<file path="src/rtl/puzzle_game_ctrl.sv">
// Switch-puzzle game sequencer: start -> load testcase -> capture presses
// against a per-testcase budget -> compare with answer -> hold win/lose.
module puzzle_game_ctrl #(
  parameter int unsigned RESULT_CYCLES = 8,
  parameter int unsigned CNT_W         = 4
) (
  input  logic             clk,
  input  logic             reset,
  input  logic             start,
  input  logic             abort,
  input  logic [1:0]       testcase,
  input  logic [9:0]       switch,
  input  logic [9:0]       answer,
  output logic             play_en,
  output logic [9:0]       my_sol,
  output logic [CNT_W-1:0] press_cnt,
  output logic [2:0]       state,
  output logic             is_finish,
  output logic             success
);

  localparam int unsigned TMR_W = (RESULT_CYCLES > 1) ? $clog2(RESULT_CYCLES) : 1;

  typedef enum logic [2:0] {
    S_IDLE  = 3'd0,
    S_LOAD  = 3'd1,
    S_PLAY  = 3'd2,
    S_CHECK = 3'd3,
    S_WIN   = 3'd4,
    S_LOSE  = 3'd5
  } state_t;

  state_t           state_q, state_d;
  logic [1:0]       tc_q, tc_d;
  logic [CNT_W-1:0] budget_q, budget_d;
  logic [CNT_W-1:0] cnt_q, cnt_d;
  logic [9:0]       sol_q, sol_d;
  logic [9:0]       switch_q, switch_d;
  logic [TMR_W-1:0] timer_q, timer_d;
  logic [9:0]       rise;
  logic             budget_hit;

  function automatic logic [CNT_W-1:0] budget_of(input logic [1:0] tc);
    case (tc)
      2'd3:    budget_of = CNT_W'(3);
      2'd2:    budget_of = CNT_W'(4);
      2'd1:    budget_of = CNT_W'(6);
      default: budget_of = '0;
    endcase
  endfunction

  assign rise       = switch & ~switch_q;
  assign budget_hit = (cnt_q == budget_q);

  // State and datapath registers
  always_ff @(posedge clk) begin
    if (reset) begin
      state_q  <= S_IDLE;
      tc_q     <= '0;
      budget_q <= '0;
      cnt_q    <= '0;
      sol_q    <= '0;
      switch_q <= '0;
      timer_q  <= '0;
    end else begin
      state_q  <= state_d;
      tc_q     <= tc_d;
      budget_q <= budget_d;
      cnt_q    <= cnt_d;
      sol_q    <= sol_d;
      switch_q <= switch_d;
      timer_q  <= timer_d;
    end
  end

  // Next-state selection; abort outranks budget-reached and the CHECK decision
  always_comb begin
    state_d = state_q;
    case (state_q)
      S_IDLE:  if (start && (testcase != 2'd0)) state_d = S_LOAD;
      S_LOAD:  state_d = abort ? S_IDLE : S_PLAY;
      S_PLAY: begin
        if (abort)           state_d = S_IDLE;
        else if (budget_hit) state_d = S_CHECK;
      end
      S_CHECK: begin
        if (abort)                 state_d = S_IDLE;
        else if (sol_q == answer)  state_d = S_WIN;
        else                       state_d = S_LOSE;
      end
      S_WIN, S_LOSE: if (timer_q == '0) state_d = S_IDLE;
      default: state_d = S_IDLE;
    endcase
  end

  // Datapath updates: testcase latch, budget, press capture and result timer
  always_comb begin
    tc_d     = tc_q;
    budget_d = budget_q;
    cnt_d    = cnt_q;
    sol_d    = sol_q;
    switch_d = switch;
    timer_d  = timer_q;
    case (state_q)
      S_IDLE: if (start && (testcase != 2'd0)) tc_d = testcase;
      S_LOAD: begin
        sol_d    = '0;
        cnt_d    = '0;
        budget_d = budget_of(tc_q);
      end
      S_PLAY: begin
        if (abort) begin
          sol_d = '0;
          cnt_d = '0;
        end else if (!budget_hit && (rise != '0)) begin
          sol_d = sol_q | rise;
          cnt_d = cnt_q + CNT_W'(1);
        end
      end
      S_CHECK: begin
        if (abort) begin
          sol_d = '0;
          cnt_d = '0;
        end else begin
          timer_d = TMR_W'(RESULT_CYCLES - 1);
        end
      end
      S_WIN, S_LOSE: if (timer_q != '0) timer_d = timer_q - TMR_W'(1);
      default: ;
    endcase
  end

  // Outputs decoded purely from registered state
  always_comb begin
    play_en   = (state_q == S_PLAY);
    is_finish = (state_q == S_WIN) || (state_q == S_LOSE);
    success   = (state_q == S_WIN);
    state     = state_q;
    my_sol    = sol_q;
    press_cnt = cnt_q;
  end

endmodule

</file>
<file path="config.mk">
export PLATFORM = sky130hd
export DESIGN_NAME = puzzle_game_ctrl
export DESIGN_NICKNAME = d
export VERILOG_FILES = /design/src/rtl/puzzle_game_ctrl.sv
export SDC_FILE = /design/constraint.sdc
export NUM_CORES = 1
export LEC_CHECK = 0
export BUFFER_PORTS_ARGS = -buffer_cell sky130_fd_sc_hd__clkbuf_2
export CAP_MARGIN = 30
export CORE_MARGIN = 3
export CORE_UTILIZATION = 51
export DETAILED_ROUTE_END_ITERATION = 8
export PLACE_DENSITY_LB_ADDON = 0.25
export SLEW_MARGIN = 20
export SYNTH_ARGS = -nofsm -noshare
export SYNTH_HDL_FRONTEND = slang
export SYNTH_SLANG_ARGS = --single-unit
export TNS_END_PERCENT = 10
</file>
<file path="constraint.sdc">
create_clock -name clk -period 2.1 [get_ports clk]
set_input_delay 0.315 -clock clk [delete_from_list [all_inputs] [get_ports clk]]
set_output_delay 0.315 -clock clk [all_outputs]
set_load 0.1 [all_outputs]
</file>
After elaboration in Yosys (flattened, before gate mapping)
Index checks and enable logic that the tools add are counted.
- flip-flop bits (word level): 36
- input port bits: 26
- output and inout port bits: 20
- logic and storage cells: 65
- add/sub/neg operators: 2
- equality and inequality tests: 17
- mux-type cells: 20
- bitwise logic cells: 3
- reduce and logical (&&, ||, !) cells: 16
- operators with widths (operator ; count):
    $mux W10 ; 3
    $pmux W10 S3 ; 1
    $mux W3 ; 7
    $pmux W3 S5 ; 1
    $mux W4 ; 3
    $pmux W4 S3 ; 1
    $and A10 B10 Y10 ; 1
    $eq A10 B10 Y1 ; 1
    $ne A2 B2 Y1 const B ; 5
    $not A10 Y10 ; 1
    $or A10 B10 Y10 ; 1
    $reduce_bool A10 Y1 ; 1
    $pmux W3 S3 ; 1
    $reduce_and A3 Y1 ; 3
    $eq A3 B2 Y1 const B ; 2
    $eq A3 B3 Y1 const B ; 2
    $logic_not A3 Y1 ; 2
    $ne A3 B2 Y1 const B ; 2
    $pmux W3 S2 ; 1
    $reduce_bool A3 Y1 ; 2
    $add A4 B1 Y4 const B ; 1
    $eq A2 B2 Y1 const B ; 2
    $eq A4 B4 Y1 ; 1
    $reduce_bool A2 Y1 ; 2
    10 further kinds ; 11

Longest topological paths before layout
Gate-level depths: netlist of the first run.
- depth in word-level cells: 7
- gate-level depth with buffers: 6
- gate-level depth less buffers: 6

Worst setup path after synthesis of the first run
OpenSTA, ideal clock, no wires.
- path type: register to output
- start: register state_q[2], in the netlist state[2]
- end: output success
- arrival time: 2.656 ns
- data required time: 1.785 ns
- slack: -0.871 ns
- stages on the path, launching flop included: 4
- path buffers: 1
- cells stage by stage: dfxtp_1 > clkbuf_1 > nand2b_1 > nor2_1
- longest elaborated chain between the ends: 1
- ends and longest elaborated chain (item ; RTL line ; text):
    from (decl) ; 33 ; state_t state_q, state_d;
    from (signal assigned) ; 66 ; state_q <= state_d;
    $eq A3 B3 Y1 ; 137 ; success = (state_q == S_WIN);
    to (decl) ; 19 ; output logic success
Every way passes these cells.

Worst setup path after layout of the first run
- start: register state_q[0], in the netlist state[0]
- end: output play_en
- longest elaborated chain between the ends: 1
- ends and longest elaborated chain (item ; RTL line ; text):
    $eq A3 B2 Y1 ; 135 ; play_en = (state_q == S_PLAY);
    to (decl) ; 14 ; output logic play_en,
Every way passes these cells.

==> metrics.md, run 1 <==
| Metric | Value |
|---|---|
| Status | `complete, no violations` |
| Period utilization | `89.6%` |
| Synthesis Warnings | `0` |
| Top cell type's share of synthesized area | `43.4%` |
| First-pass GRT wire length | `5.85 mm` |
| TritonCTS Buffers | `5` |
| Synth Instances | `180` |
| Starting DRT DRC Count | `50` |
| Logic pwr share | `12.2%` |
| Avg Vias per Cell | `5.09` |
| Post-DP HPWL | `2.70 mm` |
| Synth Flop Type | `dfxtp_1` |
| # IOs | `46` |
| Vias in the first global route | `1406` |
| CTS HTree Levels | `2` |
| VDD IR max | `0.516 mV` |
| Critical path endpoint category | `output port` |
| Number of synthesized flops with an enable pin | `0` |
| F_max | `0.532 GHz` |
| Power density over the cells | `644 nW/um2` |
| Synth area leader | `dfxtp_1` |
| Sum Neg Setup Slack | `0 ns` |
| Int Pwr | `938 uW` |
| Power after layout | `1260 uW` |
| Post-CTS Resized | `0` |
| Switch Pwr | `325 uW` |
| Fin worst setup slack | `0.219 ns` |
| Clock insertion delay at the later pin of the skew report | `0.34 ns` |
| Crit-path max FO | `6` |
| WL/cell | `12.6 um` |
| Die area | `3880 um2` |
| Pins over their slew limit | `0` |
| Hold-fix buffers, CTS | `0` |
| WP data arrival | `1.57 ns` |
| Antenna violations before repair | `0` |
| Share of layout cells above drive strength 1 | `27.0%` |
| Die Span Y | `62.3 um` |
| CTS tree | `built` |
| Root Buffer | `clkbuf_4` |
| Total wire length | `3.43 mm` |
| Final setup violation count | `0` |
| Clock Sinks | `35` |
| Switching share of power | `25.7%` |
| Max-Cap Viols | `0` |
| Initial Utilization | `56.1%` |
| Inserted Diodes | `0` |
| Area contributors post-synth | `dfxtp_1, nor2b_1, xor2_1` |
| GRT Residual Overflow | `0` |
| Number of distinct library cells after synthesis | `37` |
| Die Width | `62.3 um` |
| Post-route ant nets | `0` |
| Async SR Flop Fraction | `0%` |
| Cell Area, Synth | `1610 um2` |
| Worst-Margin Slew | `0.630 ns` |
| Worst Skew | `0.00978 ns` |
| Setup Buffers After CTS | `0` |
| Sequential fraction of design power | `54.8%` |
| Hold crit path type | `in -> reg` |
| Post-route minimum period | `1.88 ns` |
| Rows | `19` |
| Tot GR Track Use | `18.8%` |
| Clock buffer depth | `2` |
| Remaining DRCs | `0` |
| Most frequent cells in the layout | `clkbuf_2, dfxtp_1, nor2_1` |
| Core Footprint | `2880 um2` |
| Unrepaired setup endpoints after global routing | `no` |
| Place WS | `0.278 ns` |
| Crit Path Category | `reg -> out` |
| Drt pass-1 iters | `4` |
| Leading cell type in the layout, fill and taps excluded | `clkbuf_2` |
| Normalized max-slew margin | `58.0%` |
| Layout Nets | `261` |
| Synthesis-stage register bit count | `35` |
| Clock power frac | `33.0%` |
| Via count | `1384` |
| Cell area after layout | `1960 um2` |
| Largest net degree at the start of global routing | `24` |
| Routability-driven placement congestion ratio | `0.814` |
| PortBufs | `45` |
| Worst EP required | `1.78 ns` |
| Post-synthesis net count | `212` |
| Worst hold slack | `0.189 ns` |
| Pleak | `0.000877 uW` |
| Reg clk slew, reported paths | `0.11 ns` |
| Startpoint types | `flip-flop` |
| Final-report hold violation count | `0` |
| P&R area growth vs syn | `21.6%` |
| DP Area | `1890 um2` |
| Mean Syn Cell Area | `8.97 um2` |
| Sequential share of the synthesized area | `43.4%` |
Yosys cell counts (2+ instances only):
cell type,n
nor3_1,3
nor2_1,24
nand2_1,8
a21oi_1,17
xnor2_1,3
xor2_1,11
inv_1,9
o21ai_0,2
nor2b_1,21
mux2i_1,5
nor4_1,4
clkbuf_1,4
ha_1,6
nand3_1,4
dfxtp_1,35
nand3b_1,2
or2_2,2
final cells by class:
class	instances	area (um2)
inverters	9	33.8
well taps	42	52.6
repair buffers	48	248
flip-flops and latches	35	702
multi-input cells	130	857
fillers	264	915
clock buffers	8	68.8
worst max-delay path, stage by stage (launching register included):
cell and delay, ns:
dfxtp_1 0.40, nor2_1 0.16, nand2_1 0.10, inv_1 0.10
clkbuf_2 0.46
power by group through the flow:
stage               logic [uW]  registers (uW)  clock network (uW)
finish                     154             692                 416
global route               170             694                 467
CTS                        156             692                 425
detailed placement         155             707                   0
global placement           151             706                   0
floorplan                 84.1             725                   0
registers in the layout (all words and copies together) (netlist names):
name / cells
budget_q: 3
my_sol: 10
press_cnt: 4
state: 3
switch_q: 10
tc_q: 2
timer_q: 3
metrics by stage:
step	util, %	cells
5_1_grt	68.2	272
4_1_cts	68.2	272
2_1_floorplan	-	180
6_report	68.2	272
3_5_place_dp	65.8	264
3_3_place_gp	65.8	264
final timing paths:
check | startpoint | end | slack (ns) | depth (start not counted)
setup / recovery | state[0]$_SDFFE_PP0P_ | play_en | 0.22 | 4
hold / removal | switch[2] | switch_q[2]$_SDFF_PP0_ | 0.19 | 2
setup reg to reg | press_cnt[0]$_SDFFE_PP0P_ | press_cnt[2]$_SDFFE_PP0P_ | 0.28 | 5
hold reg to reg | budget_q[0]$_SDFFE_PP0P_ | budget_q[0]$_SDFFE_PP0P_ | 0.48 | 2
cells by family after synthesis:
group / count (synthesis) / synth area share, %
and+or+nand+nor: 78 / 26.0
xor gates and xnor gates: 14 / 7.60
AOI/OAI and AO/OA: 27 / 11.3
adders and majority gates: 6 / 4.65
DFF: 35 / 43.4
muxes: 5 / 3.10
buffers and inverters: 15 / 3.95
metal layers:
metal  vias up  track usage (%)  wire (um)
li1        706                -          -
met1       629             20.5       1470
met2        44             32.9       1660
met3         5             7.21        249
met4         0             7.44         49
met5         -                0          0
No activity file was read; power rests on OpenSTA's default activity.
==> inputs of run 2 (changes only) <==
RECOVER_POWER = 50   (was not set)
==> run 2 against run 1 <==
Register-to-register slack about the same. Flip-flop and latch count stayed put. Final area hardly changed. Critical path depth is the same. Clock power hardly changed. Sequential power about the same. Wire length is essentially flat. Fmax hardly changed. Hold slack is essentially flat. Via count increased by 0.36%. Final cell count is the same. Critical path type unchanged. Critical endpoint unchanged. Highest routed layer unchanged.
==> metrics.md, run 2 (synthesis results as in run 1) <==
| Metric | Value |
|---|---|
| Normalized max-slew margin | `36.1% (was 58.0%)` |
| Remaining DRCs | `0 (unchanged)` |
| Leading cell type in the layout, fill and taps excluded | `clkbuf_2 (unchanged)` |
| Pleak | `0.000876 uW (was 0.000877 uW)` |
| Startpoint types | `flip-flop (unchanged)` |
| GRT Residual Overflow | `0 (unchanged)` |
| Total wire length | `3.42 mm (was 3.43 mm)` |
| Clock buffer depth | `2 (unchanged)` |
| Final cell count without fillers | `272 (unchanged)` |
| Via count | `1389 (was 1384)` |
| Power density over the cells | `644 nW/um2 (about the same)` |
| Clock Sinks | `35 (unchanged)` |
| Status | `complete, no violations (unchanged)` |
| Met3 WL | `262 um (was 249 um)` |
| Core Footprint | `2880 um2 (unchanged)` |
| P&R area growth vs syn | `21.5% (was 21.6%)` |
| Antenna violations before repair | `0 (unchanged)` |
| Routability-driven placement congestion ratio | `0.814 (unchanged)` |
| Reg-to-reg slack, setup | `0.29 ns (was 0.28 ns)` |
| Final-report hold violation count | `0 (unchanged)` |
| Worst EP required | `1.78 ns (about the same)` |
| Initial Utilization | `56.1% (unchanged)` |
| WL/cell | `12.6 um (about the same)` |
| Hold-fix buffers, CTS | `0 (unchanged)` |
| # placed instances | `264 (unchanged)` |
| Largest net degree at the start of global routing | `24 (unchanged)` |
| Worst Skew | `0.00997 ns (was 0.00978 ns)` |
| Final setup violation count | `0 (unchanged)` |
| Pins over their slew limit | `0 (unchanged)` |
| WP data arrival | `1.57 ns (about the same)` |
| Die Span Y | `62.3 um (unchanged)` |
| Met2 wire len | `1.65 mm (was 1.66 mm)` |
| Worst hold slack | `0.189 ns (about the same)` |
| Metal-1 WL | `1.46 mm (was 1.47 mm)` |
| Max-Cap Viols | `0 (unchanged)` |
| Clock insertion delay at the later pin of the skew report | `0.34 ns (about the same)` |
| Die area | `3880 um2 (unchanged)` |
| R2R cell count | `5 (unchanged)` |
| Unrepaired setup endpoints after global routing | `no (unchanged)` |
| Reg clk slew, reported paths | `0.10 ns (was 0.11 ns)` |
| PortBufs | `45 (unchanged)` |
| Hold crit path type | `in -> reg (unchanged)` |
| First-pass GRT wire length | `5.85 mm (unchanged)` |
| CTS HTree Levels | `2 (unchanged)` |
| Starting DRT DRC Count | `63 (was 50)` |
| Post-route minimum period | `1.88 ns (about the same)` |
| Post-CTS Resized | `0 (unchanged)` |
| Vias in the first global route | `1406 (unchanged)` |
| Period utilization | `89.6% (about the same)` |
| TritonCTS Buffers | `5 (unchanged)` |
| VDD IR max | `0.516 mV (about the same)` |
| Share of layout cells above drive strength 1 | `26.1% (was 27.0%)` |
| F_max | `0.532 GHz (about the same)` |
| Tot GR Track Use | `18.8% (unchanged)` |
| Die Width | `62.3 um (unchanged)` |
| Root Buffer | `clkbuf_4 (unchanged)` |
| Most frequent cells in the layout | `clkbuf_2, dfxtp_1, nor2_1 (unchanged)` |
| Worst Setup EP | `play_en (unchanged)` |
| Max layer used | `met4 (unchanged)` |
| Reg2reg start | `press_cnt[0]$_SDFFE_PP0P_ (unchanged)` |
| Layout Nets | `261 (unchanged)` |
| Crit-path max FO | `6 (unchanged)` |
| Rows | `19 (unchanged)` |
| Crit Path Category | `reg -> out (unchanged)` |
| Post-route ant nets | `0 (unchanged)` |
| Drt pass-1 iters | `4 (unchanged)` |
| Avg Vias per Cell | `5.11 (was 5.09)` |
| CTS tree | `built (unchanged)` |
| Critical path endpoint category | `output port (unchanged)` |
| CP Launch Point | `state[0]$_SDFFE_PP0P_ (unchanged)` |
| Inserted Diodes | `0 (unchanged)` |
| Setup Buffers After CTS | `0 (unchanged)` |
| # IOs | `46 (unchanged)` |
| Worst-Margin Slew | `0.958 ns (was 0.630 ns)` |
| Post-DP HPWL | `2.70 mm (unchanged)` |
| Worst R2R End | `press_cnt[2]$_SDFFE_PP0P_ (unchanged)` |
## run 2: cell counts in the layout (fill, tap and decap cells not counted)
No cell type changed its count.
## run 2: how the worst min path moves through the flow
stage                              from                        to  slack (ns)  cells after the start
2_1_floorplan                 switch[0]    switch_q[0]$_SDFF_PP0_        0.44                      1
4_1_cts                       switch[2]    switch_q[2]$_SDFF_PP0_        0.18                      2
6_report                      switch[2]    switch_q[2]$_SDFF_PP0_        0.19                      2
3_5_place_dp   budget_q[0]$_SDFFE_PP0P_  budget_q[0]$_SDFFE_PP0P_        0.47                      2
3_3_place_gp   budget_q[2]$_SDFFE_PP0P_  budget_q[2]$_SDFFE_PP0P_        0.47                      2
5_1_grt                       switch[2]    switch_q[2]$_SDFF_PP0_        0.20                      2
## run 2: through the flow
step	power, uW	util, %	TNS, ns	worst slack (ns)	cell area (um2)
after floorplan	810	-	-2.46	-0.259	1620
after global placement	857	65.8	0	0.362	1890
after detailed placement	862	65.8	0	0.278	1890
after CTS	1270	68.2	0	0.208	1960
after global routing	1330	68.2	0	0.127	1960
final	1260	68.2	0	0.219	1960
## run 2: area by class of cell
cell class	instances	area (um2)
fillers	265	916
repair buffers	48	246
clock buffers	8	68.8
well taps	42	52.6
multi-input cells	130	857
inverters	9	33.8
flip-flops and latches	35	702
## run 2: where the power goes
group | internal (uW) | leakage [uW] | switching [uW]
Combinational | 60.3 | 0.000552 | 93.7
Clock | 197 | 0.0000386 | 220
Sequential | 680 | 0.000286 | 11.3
Total | 938 | 0.000876 | 325
## run 2: routing by layer
layer | global-route usage [%] | vias to the layer above
met5 | 0 | -
met4 | 7.44 | 0
met3 | 7.21 | 5
met2 | 32.9 | 46
met1 | 20.5 | 630
li1 | - | 708
## run 2: critical path, stage by stage (launching register included)
cell and delay (ns):
dfxtp_1 0.40, nor2_1 0.16, nand2_1 0.10, inv_1 0.10
clkbuf_2 0.45
